`config.mk`:
```
export PLATFORM = sky130hd
export DESIGN_NAME = display_scan_driver
export DESIGN_NICKNAME = d
export VERILOG_FILES = /design/src/rtl/display_scan_driver.sv
export SDC_FILE = /design/constraint.sdc
export NUM_CORES = 1
export LEC_CHECK = 0
export ABC_AREA = 1
export CAP_MARGIN = 10
export CORE_MARGIN = 3
export CORE_UTILIZATION = 53
export DETAILED_ROUTE_END_ITERATION = 6
export HOLD_SLACK_MARGIN = 0.15
export MAX_ROUTING_LAYER = met4
export PLACE_DENSITY = 0.71
export SYNTH_ARGS = -nofsm -noshare
export SYNTH_HDL_FRONTEND = slang
export SYNTH_SLANG_ARGS = --single-unit
```
`constraint.sdc`:
```
create_clock -name i_clk -period 1.5 [get_ports i_clk]
set_input_delay 0.3 -clock i_clk [delete_from_list [all_inputs] [get_ports i_clk]]
set_output_delay 0.3 -clock i_clk [all_outputs]
set_load 0.02 [all_outputs]
```
`src/rtl/display_scan_driver.sv`:
```
// display_scan_driver: deserialises a 48-bit, six-digit 7-segment frame from
// an asynchronous 3-wire serial stream and drives a time-multiplexed 6-digit
// display. Each digit slot starts with a short blank period to stop ghosting.
module display_scan_driver #(
    parameter int SYS_CLK_HZ       = 50_000_000,
    parameter int DIGIT_HZ         = 1_000,
    parameter int BLANK_CYCLES     = 16,
    parameter bit SEG_ACTIVE_LOW   = 1'b0,
    parameter bit DIGIT_ACTIVE_LOW = 1'b0
) (
    input  logic       i_clk,
    input  logic       i_reset_n,
    input  logic       i_en,
    input  logic       i_serial_clk,
    input  logic       i_serial_data,
    input  logic       i_serial_latch,
    output logic [7:0] o_segments,
    output logic [5:0] o_digit_sel,
    output logic       o_frame_valid,
    output logic       o_frame_err
);

    localparam int DWELL = SYS_CLK_HZ / DIGIT_HZ;
    localparam int DCW   = (DWELL > 2) ? $clog2(DWELL) : 1;
    localparam logic [DCW-1:0] BLANK_LAST = DCW'(BLANK_CYCLES - 1);
    localparam logic [DCW-1:0] SHOW_LAST  = DCW'(DWELL - BLANK_CYCLES - 1);
    localparam logic [5:0]     CNT_FULL   = 6'd48;
    localparam logic [5:0]     CNT_SAT    = 6'd49;

    typedef enum logic {
        BLANK,
        SHOW
    } state_t;

    // Synchroniser chains; bit 1 is the synchronised level, bit 2 the delayed copy
    logic [2:0]  sclk_sync;
    logic [1:0]  sdata_sync;
    logic [2:0]  slatch_sync;
    logic        sclk_rise;
    logic        slatch_rise;

    logic [47:0] shift_reg;
    logic [47:0] shift_next;
    logic [5:0]  bit_cnt;
    logic [5:0]  cnt_next;
    logic [47:0] disp_reg;
    logic        frame_valid;
    logic        frame_err;

    state_t         state;
    logic [DCW-1:0] dcnt;
    logic [2:0]     idx;
    logic [7:0]     seg_q;
    logic [5:0]     sel_q;

    // Byte of the frame shown at digit index i (0 = hours MSB)
    function automatic logic [7:0] digit_byte(input logic [47:0] f, input logic [2:0] i);
        logic [7:0] b;
        case (i)
            3'd0:    b = f[47:40];
            3'd1:    b = f[39:32];
            3'd2:    b = f[31:24];
            3'd3:    b = f[23:16];
            3'd4:    b = f[15:8];
            default: b = f[7:0];
        endcase
        return b;
    endfunction

    // Digit enable for index i; index 0 drives the leftmost position, bit 5
    function automatic logic [5:0] digit_onehot(input logic [2:0] i);
        logic [5:0] s;
        case (i)
            3'd0:    s = 6'b100000;
            3'd1:    s = 6'b010000;
            3'd2:    s = 6'b001000;
            3'd3:    s = 6'b000100;
            3'd4:    s = 6'b000010;
            default: s = 6'b000001;
        endcase
        return s;
    endfunction

    // Bring the asynchronous serial pins into the system clock domain
    always_ff @(posedge i_clk) begin
        if (!i_reset_n) begin
            sclk_sync   <= '0;
            sdata_sync  <= '0;
            slatch_sync <= '0;
        end else begin
            sclk_sync   <= {sclk_sync[1:0], i_serial_clk};
            sdata_sync  <= {sdata_sync[0], i_serial_data};
            slatch_sync <= {slatch_sync[1:0], i_serial_latch};
        end
    end

    assign sclk_rise   = sclk_sync[1] & ~sclk_sync[2];
    assign slatch_rise = slatch_sync[1] & ~slatch_sync[2];

    // Shift result of this cycle; a latch in the same cycle sees the new bit
    always_comb begin
        shift_next = shift_reg;
        cnt_next   = bit_cnt;
        if (sclk_rise) begin
            shift_next = {shift_reg[46:0], sdata_sync[1]};
            cnt_next   = (bit_cnt == CNT_SAT) ? CNT_SAT : bit_cnt + 6'd1;
        end
    end

    // Deserialiser and frame commit, independent of the scan enable
    always_ff @(posedge i_clk) begin
        if (!i_reset_n) begin
            shift_reg   <= '0;
            bit_cnt     <= '0;
            disp_reg    <= '0;
            frame_valid <= 1'b0;
            frame_err   <= 1'b0;
        end else begin
            shift_reg <= shift_next;
            frame_err <= 1'b0;
            if (slatch_rise) begin
                bit_cnt <= '0;
                if (cnt_next == CNT_FULL) begin
                    disp_reg    <= shift_next;
                    frame_valid <= 1'b1;
                end else begin
                    frame_err <= 1'b1;
                end
            end else begin
                bit_cnt <= cnt_next;
            end
        end
    end

    // Scan FSM: blank period then show period per digit, outputs registered
    always_ff @(posedge i_clk) begin
        if (!i_reset_n) begin
            state <= BLANK;
            dcnt  <= '0;
            idx   <= '0;
            seg_q <= '0;
            sel_q <= '0;
        end else if (!i_en) begin
            seg_q <= '0;
            sel_q <= '0;
        end else begin
            case (state)
                BLANK: begin
                    if (dcnt == BLANK_LAST) begin
                        state <= SHOW;
                        dcnt  <= '0;
                        sel_q <= digit_onehot(idx);
                        seg_q <= frame_valid ? digit_byte(disp_reg, idx) : 8'h00;
                    end else begin
                        dcnt  <= dcnt + 1'b1;
                        sel_q <= '0;
                        seg_q <= '0;
                    end
                end
                SHOW: begin
                    if (dcnt == SHOW_LAST) begin
                        state <= BLANK;
                        dcnt  <= '0;
                        idx   <= (idx == 3'd5) ? 3'd0 : idx + 3'd1;
                        sel_q <= '0;
                        seg_q <= '0;
                    end else begin
                        dcnt  <= dcnt + 1'b1;
                        sel_q <= digit_onehot(idx);
                        seg_q <= frame_valid ? digit_byte(disp_reg, idx) : 8'h00;
                    end
                end
                default: begin
                    state <= BLANK;
                    dcnt  <= '0;
                    sel_q <= '0;
                    seg_q <= '0;
                end
            endcase
        end
    end

    assign o_segments    = seg_q ^ {8{SEG_ACTIVE_LOW}};
    assign o_digit_sel   = sel_q ^ {6{DIGIT_ACTIVE_LOW}};
    assign o_frame_valid = frame_valid;
    assign o_frame_err   = frame_err;

endmodule
```
; Word level (Yosys, flattened, before mapping)
; Cells that the tools add are included.
[classes]
n_addsub = 3
multipliers = 0
n_div = 0
magnitude_cmp = 0
n_eq_ne = 9
shifts = 0
n_mux = 20
bitwise = 6
n_reduce_logical = 6
[ops]
columns = cell, n
row1 = $mux W48, 1
row2 = $pmux W8 S5, 1
row3 = $mux W16, 2
row4 = $pmux W16 S2, 1
row5 = $pmux W6 S5, 1
row6 = $mux W6, 4
row7 = $mux W8, 3
row8 = $add A16 B1 Y16 const B, 1
row9 = $eq A16 B16 Y1 const B, 1
row10 = $eq A16 B4 Y1 const B, 1
row11 = $pmux W8 S2, 1
row12 = $eq A6 B6 Y1 const B, 2
row13 = $pmux W6 S2, 1
row14 = $add A6 B1 Y6 const B, 1
row15 = $eq A3 B2 Y1 const B, 2
row16 = $eq A3 B3 Y1 const B, 2
row17 = $reduce_and A2 Y1, 3
row18 = $not A1 Y1, 4
row19 = $add A3 B1 Y3 const B, 1
row20 = $eq A3 B1 Y1 const B, 1
row21 = $logic_not A3 Y1, 1
row22 = $mux W1, 3
row23 = $mux W3, 1
row24 = $reduce_and A3 Y1, 1
row25 = other kinds (3), 4
[word_totals]
register_bits = 146
latch_bits = 0
ram_bits = 0
romBits = 0
inputBits = 6
output_inout_bits = 16
word_cells = 57
mem_count = 0

; Depth between registers and ports, before layout
; Gate-level depths: netlist (run 1).
[depth]
word_depth = 5
depth_mapped = 14

; Worst setup path after synthesis (run 1)
; OpenSTA, ideal clock, no wires.
[synth_path]
path_type = register to register
startpoint = reg bit_cnt[1]
endpoint = reg disp_reg[33]
setup_ns = 0.110
t_arrival_ns = 1.539
path_slack_ns = -0.149
path_stages_with_launch = 14
n_path_buf = 2
path_cell_list = dfxtp_1 inv_1 ha_1 inv_1 nand2_1 nand2_1 o21ai_0 nand2_1 nor2_2 buf_4 buf_6 nand3_1 nand2_1 nor2_1
[synth_between]
elab_chain_cells = 5
[synth_lines]
columns = element, line_no
row1 = "start, declared", 44  ; logic [5:0] bit_cnt;
row2 = "start signal, assigned", 130  ; bit_cnt <= cnt_next;
row3 = $add A6 B1 Y6 or $eq A6 B6 Y1 (tied branches), 106  ; cnt_next = (bit_cnt == CNT_SAT) ? CNT_SAT : bit_cnt + 6'd1;
row4 = $mux W6, 106
row5 = $mux W6 *, 104  ; if (sclk_rise) begin
row6 = $eq A6 B6 Y1 *, 123  ; if (cnt_next == CNT_FULL) begin
row7 = $reduce_and A2 Y1 (no line) *, --
row8 = "end signal, assigned", 124  ; disp_reg <= shift_next;
row9 = "end, declared", 46  ; logic [47:0] disp_reg;
; Mark *: on every way between the ends. The rest lies on a longest branch, timed or not.
; A chain may end at the register's enable or synchronous reset.

; Worst setup path after layout (run 1)
[layout_path]
startpoint = reg bit_cnt[0]
endpoint = reg disp_reg[32]
; The elaborated chain is that of the path after synthesis.

==> results of run 1 <==
[cells in the final DEF (no fill, tap or decap), drive strengths merged]
cell type,count
clkdlybuf4s50,4
nand2,204
inv,161
a31oi,1
o211ai,1
dlygate4sd2,16
ha,4
nand4,6
nor4,8
xnor2,2
clkinv,7
buf,108
bufinv,5
nand3b,1
mux2i,2
o21bai,2
xor2,6
nand3,68
nor3,11
or2,1
clkinvlp,1
o21ai,54
a21oi,5
o22ai,16
clkbuf,28
dfxtp,146
nor2,170
[routing by layer]
layer,track usage (%),vias to the layer above,wire (um),part of all wire [%]
met5,-,-,0,0
li1,-,3012,-,-
met2,40.5,322,9670,49
met3,5.44,102,1690,8.5
met4,9.98,0,956,4.8
met1,30.1,2969,7610,38
[report_power, final]
group	leakage [nW]	switching (mW)	internal (mW)
registers	1.19	0.0485	3.96
clock network	0.312	1.62	2.89
logic	2.43	0.365	0.258
[worst min-delay path: stages]
cell,delay (ps)
buf_2,190
nand3_1,110
o21ai_0,70
[stage by stage]
stage / worst slack (ps) / setup TNS (ps) / total power, mW / util (%) / instance area [um^2]
floorplan: -94.4 / -2320 / 4.35 / - / 6220
global placement: -393 / -14170 / 4.56 / 63.9 / 7100
detailed placement: -460 / -18540 / 4.57 / 63.9 / 7100
CTS: -273 / -12070 / 9.02 / 71.0 / 7900
global route: -643 / -30550 / 9.37 / 79.4 / 8840
finish: -474 / -20720 / 9.14 / 79.4 / 8840
[final timing paths]
check	endpoint	slack (ps)	cells after the start
worst max register to register	disp_reg[32]	-470	11
worst min register to register	sdata_sync[1]	410	2
worst max-delay path	disp_reg[32]	-470	11
worst min-delay path	dcnt[1]	290	3
[cell type report]
type,count,area (um^2)
multi-input combinational,562,3140
sequential,146,2950
fill,699,2290
timing repair buffer,135,1310
inverter,163,638
clock buffer,21,470
tap,140,175
clock inverter,11,158
[timing repair]
action                     4_1_cts  5_1_grt
hold endpoints to repair         0        0
setup endpoints to repair      117      113
cloned                           0       14
pin swaps                        8       64
resized for setup               60      179
buffers inserted                 3       13
[cell families after synthesis]
family,count (synthesis),share of synthesized area (%)
flops,146,47.1
compound gates,79,6.89
simple gates,469,31.0
mux,2,0.322
buf+inv,202,12.8
xor+xnor,8,1.13
fa+ha+maj,4,0.806
==> impl_metrics.yaml, run 1 <==
placed_design:
  numPortBuffers: 21
  placed_cells: 1117
  place_hpwl_um: 9450
  globalplace.congestion: 0.893
logic_synthesis:
  ys_warn_count: 0
  synthCells: 910
  synth_area_um2: 6210
  synthTopCellsByArea: "dfxtp_1 (47%), nand2_1 (12%), nor2_1 (10%), inv_1 (9.6%), nand3_1 (5.4%)"
  synth-edff-count: 0
  syn_avg_cell_area_um2: 6.82
  ys_seq_area_share_pct: 47.1
  synth-seq-cells: 146
  synthArstFlopShare_pct: 0
  synth_top_area_cell: "dfxtp_1"
  synth_ff_type: "dfxtp_1"
  synthesis.nets: 920
  synth_commonest_cells: "nand2_1 (204), nor2_1 (166), inv_1 (158)"
  synth.most_common_cell: "nand2_1"
  synthDistinctLibCells: 32
  yosysTopAreaCellShare_pct: 47.1
global_route:
  track_usage_pct: 24.9
  grt_pass1_vias: 5577
  overflow: 0
  grt_first_pass_wirelength_um: 25200
  grt_max_degree: 50
  antenna_found_initial: 0
floorplan:
  dieArea_um2: 13000
  die_w_um: 114
  rows: 38
  initial_utilization_pct: 55.8
  core_area_um2: 11100
  die_h_um: 114
  pin_count: 22
routing:
  routed_via_density: 5.44
  wl_um: 19900
  dr.pass1.iters: 7
  drt-initial-drc-count: 572
  ant_nets: 0
  route.detailed.drc: 0
  vias: 6405
  detail_route.wl_per_cell_um: 16.9
clock_network:
  cts_buffer_depth: 2
  clock-sinks: 146
  clock-root-buffer: "clkbuf_16"
  clk_transition_reported_paths_ps: 60
  clkLatencyLatePin_ps: 430
  hold_buffers: 0
  cts_buffers: 17
  htreeDepth: 4
  cts_tree: "yes"
worst_setup_path:
  cpPeakStageDelay_ps: 400
  cp.arrival_ps: 2340
  crit_family: "simple AND/OR/NAND/NOR gates"
  crit_path_cell_trace: "ha_4 > buf_4 > nand3b_1 > nand2_1 > nand2_1 > a21oi_2 > nand3_4 > buf_6 > nand2_1 > inv_1 > nor2_1"
  critPathBufInv: 3
  critPathCaptureType: "register"
  crit_start: "bit_cnt[0]"
  path_class: "register to register"
  rr_startpoint: "bit_cnt[0]"
  path_common_cell: "nand2_1"
  worstPathRequired_ps: 1870
  cp_max_fo: 12
  start_kind: "register"
  cpMaxStageDelayCell: "dfxtp_4"
power_and_ir_drop:
  total_leakage_power_nw: 3.93
  p_per_area_nw_per_um2: 1030
  vdd_drop_max_uv: 1140
timing:
  worst_pin_slew_ps: 625
  fmax_mhz: 507
  hold-worst-slack_ps: 291
  finalCriticalPeriod_ps: 1970
  finalCritPeriodShare_pct: 132
  setup_ws_ps: -474
  rsz0062_at_grt: "yes"
  fin_skew_ps: 5.99
  slew_violations: 0
  finalHoldViolCount: 0
  setup_viol: 65
  max_slew_margin_pct: 57.9
finish:
  antennaDiodeCount: 0
  finalNetCount: 1035
  stdcell_count: 1178
  drive_gt1_share_pct: 30.1
  areaGrowthSynthToFinish_pct: 42.3
run:
  maxCapViolCount: 0
outcome:
  status: "finished with violations"
  violations: "setup timing"
worst_hold_path:
  hp-start: "i_reset_n"
  hp-class: "primary input to register"
Note: power is estimated with default switching activity, not from simulation.
==> run 2: changes to the inputs <==
--- a/config.mk
+++ b/config.mk
@@ -10,9 +10,10 @@
 export CORE_MARGIN = 3
 export CORE_UTILIZATION = 53
 export DETAILED_ROUTE_END_ITERATION = 6
+export DONT_BUFFER_PORTS = 1
 export HOLD_SLACK_MARGIN = 0.15
 export MAX_ROUTING_LAYER = met4
-export PLACE_DENSITY = 0.71
+export PLACE_DENSITY = 0.69
 export SYNTH_ARGS = -nofsm -noshare
 export SYNTH_HDL_FRONTEND = slang
 export SYNTH_SLANG_ARGS = --single-unit
==> impl_metrics.yaml, run 2 (synthesized netlist as in run 1, its figures left out) <==
outcome:
  status: "finished with violations"
  violations: "hold timing, setup timing"
global_route:
  overflow: 0
  track_usage_pct: 26.2
  grt_max_degree: 66
  grt_first_pass_wirelength_um: 26600
  grt_pass1_vias: 5738
  antenna_found_initial: 0
finish:
  areaGrowthSynthToFinish_pct: 40.4
  finalNetCount: 1032
  antennaDiodeCount: 0
  mostFrequentLayoutCells: "nand2_1 (178), inv_1 (147), nor2_1 (144)"
  final_common_cell: "nand2_1"
  drive_gt1_share_pct: 26.3
  utilization_pct: 78.3
worst_hold_path:
  hp-start: "i_reset_n"
  hp-class: "primary input to register"
routing:
  detail_route.wl_per_cell_um: 15.5
  dr.pass1.iters: 5
  route.detailed.drc: 0
  wl_um: 18200
  routed_via_density: 5.29
  vias: 6213
  drt-initial-drc-count: 696
  ant_nets: 0
run:
  maxCapViolCount: 0
floorplan:
  core_area_um2: 11100
  dieArea_um2: 13000
  pin_count: 22
  initial_utilization_pct: 55.8
  die_w_um: 114
  die_h_um: 114
  rows: 38
worst_setup_path:
  critPathCaptureType: "register"
  worstPathRequired_ps: 1860
  rr_startpoint: "sclk_sync[1]"
  cp_max_fo: 24
  path_class: "register to register"
  start_kind: "register"
  cp.arrival_ps: 2280
  crit_start: "sclk_sync[1]"
timing:
  hold-worst-slack_ps: -3.98
  fmax_mhz: 521
  rsz0062_at_grt: "yes"
  slew_violations: 0
  setup_viol: 60
  max_slew_margin_pct: 65.6
  finalSetupTns_ps: -19480
  finalHoldViolCount: 4
  worst_pin_slew_ps: 511
  setup_ws_ps: -419
  finalCritPeriodShare_pct: 128
  fin_skew_ps: 8.71
  finalCriticalPeriod_ps: 1920
placed_design:
  numPortBuffers: 0
  place_hpwl_um: 9250
  globalplace.congestion: 0.931
  place_ws_ps: -320
clock_network:
  clkLatencyLatePin_ps: 420
  clk_transition_reported_paths_ps: 60
  clock-sinks: 146
  cts_buffer_depth: 2
  htreeDepth: 4
  cts_tree: "yes"
  clock-root-buffer: "clkbuf_16"
  cts_buffers: 17
power_and_ir_drop:
  power.total_mw: 9.35
  vdd_drop_max_uv: 1030
  p_per_area_nw_per_um2: 1070
  total_leakage_power_nw: 3.82
==> run 2: cell types whose count changed in the layout (fill, tap and decap cells not counted), moves of 9 or more <==
cell	delta
inv_1	+10
nand2_2	-20
dlygate4sd3_1	+15
nand2_1	+21
nand3_1	+9
dlygate4sd2_1	-16
==> run 2: final timing paths <==
path / slack, ps / endpoint / cells past startpoint
max: -420 / disp_reg[13] / 13
min: -4 / disp_reg[3] / 2
max reg2reg: -420 / disp_reg[13] / 13
min reg2reg: 490 / shift_reg[0] / 2
==> run 2: power by group <==
group	leakage (nW)	switching, mW	internal, mW	total, mW
clock network	0.324	1.65	3.17	4.82
registers	1.19	0.0452	3.96	4.01
logic	2.30	0.295	0.229	0.524
==> run 2: repair_timing <==
item                                    in CTS  in global routing
endpoints found under the setup margin      93                100
pin swaps                                   12                 27
buffers inserted                            20                 17
cloned                                       1                  5
hold buffers                                14                  1
hold endpoints to repair                    61                 56
gates resized for setup                     66                118
==> run 2: per-stage QoR <==
step	instance area, um^2	cells
2_1_floorplan	6220	910
3_3_place_gp	6880	1090
3_5_place_dp	6880	1090
4_1_cts	8100	1156
5_1_grt	8710	1175
6_report	8710	1175
==> run 2: worst max-delay path: stages, from the launching register on <==
cell and delay, ps:
dfxtp_4 370, inv_2 70, nor2_4 40, buf_4 140, or2_1 220, nand2_2 100, buf_6 110, nand2_4 50
nor2_4 110, nand3_4 150, clkbuf_16 240, nand2_1 90, inv_1 50, nor2_1 100
==> run 2: layout make-up <==
| class | instances | area [um^2] |
|---|---|---|
| Tap cell | 140 | 175 |
| Sequential cell | 146 | 2950 |
| Timing Repair Buffer | 132 | 1290 |
| Fill cell | 715 | 2410 |
| Clock inverter | 13 | 231 |
| Inverter | 163 | 621 |
| Clock buffer | 19 | 443 |
| Multi-Input combinational cell | 562 | 3010 |
==> run 2: metal layers <==
layer / up-vias / track usage (%) / share of wire, %
met5: - / - / 0
met4: 0 / 11.4 / 3.1
met3: 49 / 4.76 / 6.8
met2: 255 / 42.5 / 50
met1: 2900 / 31.9 / 40
li1: 3009 / - / -
==> run 3: changes to the inputs <==
--- a/config.mk
+++ b/config.mk
@@ -13,7 +13,7 @@
 export DONT_BUFFER_PORTS = 1
 export HOLD_SLACK_MARGIN = 0.15
 export MAX_ROUTING_LAYER = met4
-export PLACE_DENSITY = 0.69
+export PLACE_DENSITY = 0.66
 export SYNTH_ARGS = -nofsm -noshare
 export SYNTH_HDL_FRONTEND = slang
 export SYNTH_SLANG_ARGS = --single-unit
==> constraint.sdc (replaced) <==
create_clock -name i_clk -period 1.8 [get_ports i_clk]
set_input_delay 0.36 -clock i_clk [delete_from_list [all_inputs] [get_ports i_clk]]
set_output_delay 0.36 -clock i_clk [all_outputs]
set_load 0.01 [all_outputs]
==> impl_metrics.yaml, run 3 (synthesized netlist as in run 1, its figures left out) <==
timing:
  setup_ws_ps: -121
  setup_viol: 47
  finalSetupTns_ps: -2110
  rsz0062_at_grt: "yes"
  finalCriticalPeriod_ps: 1920
  worst_pin_slew_ps: 591
  fmax_mhz: 521
  slew_violations: 0
  fin_skew_ps: 4.62
  max_slew_margin_pct: 60.5
  finalCritPeriodShare_pct: 107
  hold-worst-slack_ps: 216
  finalHoldViolCount: 0
placed_design:
  globalplace.congestion: 0.845
  numPortBuffers: 0
  place_hpwl_um: 8990
  place_ws_ps: -100
routing:
  routed_via_density: 5.15
  drt-initial-drc-count: 497
  wl_um: 16300
  ant_nets: 0
  detail_route.wl_per_cell_um: 14.8
  dr.pass1.iters: 5
  vias: 5681
  route.detailed.drc: 0
outcome:
  status: "finished with violations"
  violations: "setup timing"
power_and_ir_drop:
  power.total_mw: 7.08
  total_leakage_power_nw: 3.46
  vdd_drop_max_uv: 821
  p_per_area_nw_per_um2: 879
floorplan:
  pin_count: 22
  dieArea_um2: 13000
  rows: 38
  die_w_um: 114
  core_area_um2: 11100
  die_h_um: 114
  initial_utilization_pct: 55.8
clock_network:
  clock-sinks: 146
  clkLatencyLatePin_ps: 420
  cts_buffers: 17
  htreeDepth: 4
  clock-root-buffer: "clkbuf_16"
  cts_buffer_depth: 2
  cts_tree: "yes"
  clk_transition_reported_paths_ps: 60
finish:
  drive_gt1_share_pct: 20.7
  fillerInstances: 870
  final_common_cell: "nand2_1"
  finalNetCount: 962
  antennaDiodeCount: 0
  areaGrowthSynthToFinish_pct: 29.6
  mostFrequentLayoutCells: "nand2_1 (174), nor2_1 (157), inv_1 (147)"
worst_setup_path:
  cpMaxStageDelayCell: "dfxtp_4"
  crit_family: "simple AND/OR/NAND/NOR gates"
  cpPeakStageDelay_ps: 390
  cp_max_fo: 4
  path_class: "register to register"
  cp.arrival_ps: 2230
  worstPathRequired_ps: 2110
  critPathCaptureType: "register"
  critPathBufInv: 2
  start_kind: "register"
  crit_path_cell_trace: "ha_4 > nand3_4 > nand2_2 > nand2_2 > o21ai_1 > nand2_1 > nor2_4 > clkbuf_16 > clkbuf_16 > nand3_2 > nand2_1 > nor2_2"
  reg2reg_depth: 12
  worstSetupPathDepth: 12
global_route:
  grt_max_degree: 59
  antenna_found_initial: 0
  overflow: 0
  grt_first_pass_wirelength_um: 23600
  track_usage_pct: 23.5
  grt_pass1_vias: 4948
run:
  maxCapViolCount: 0
worst_hold_path:
  whs_path_depth: 3
  hp-class: "primary input to register"
run 3: through the flow:
step,instance area [um^2],cells,util (%)
2_1_floorplan,6210,910,-
3_3_place_gp,6560,1043,59.0
3_5_place_dp,6560,1043,59.0
4_1_cts,7270,1084,65.3
5_1_grt,8050,1103,72.3
6_report,8050,1103,72.3
run 3: where the power goes:
part | internal [mW] | leakage [nW] | switching [mW]
Clock | 2.12 | 0.280 | 1.24
Sequential | 3.30 | 1.19 | 0.0331
Combinational | 0.122 | 2.00 | 0.253
Total | 5.54 | 3.46 | 1.53
run 3: worst paths after layout:
check                 end  slack, ps    startpoint
max          disp_reg[45]       -120    bit_cnt[0]
min               dcnt[3]        220          i_en
max reg2reg  disp_reg[45]       -120    bit_cnt[0]
min reg2reg  sclk_sync[1]        410  sclk_sync[0]
run 3: final cells by class:
class / count / area, um^2 / share of cell area [%]
Multi-Input combinational cell: 562 / 2950 / 36.7
Sequential cell: 146 / 2940 / 36.6
Timing Repair Buffer: 62 / 795 / 9.88
Inverter: 163 / 617 / 7.67
Clock buffer: 24 / 482 / 5.99
Tap cell: 140 / 175 / 2.18
Clock inverter: 6 / 80.1 / 0.995
run 3: layer usage:
| layer | wire length [um] | vias up | track usage (%) |
|---|---|---|---|
| li1 | - | 2863 | - |
| met1 | 7350 | 2606 | 31.1 |
| met2 | 7560 | 183 | 35.6 |
| met3 | 1040 | 29 | 5.76 |
| met4 | 316 | 0 | 7.36 |
| met5 | 0 | - | - |
run 3: timing repair:
item,CTS,global route
hold buffers,7,0
buffers inserted,4,9
setup endpoints to repair,39,68
endpoints found under the hold margin,60,0
cloned,0,11
pin swaps,2,42
resized for setup,8,135
run 3: tightest hold or removal path: stages:
cell and delay (ps):
nand4_1 70, xor2_1 60, nor2_1 100
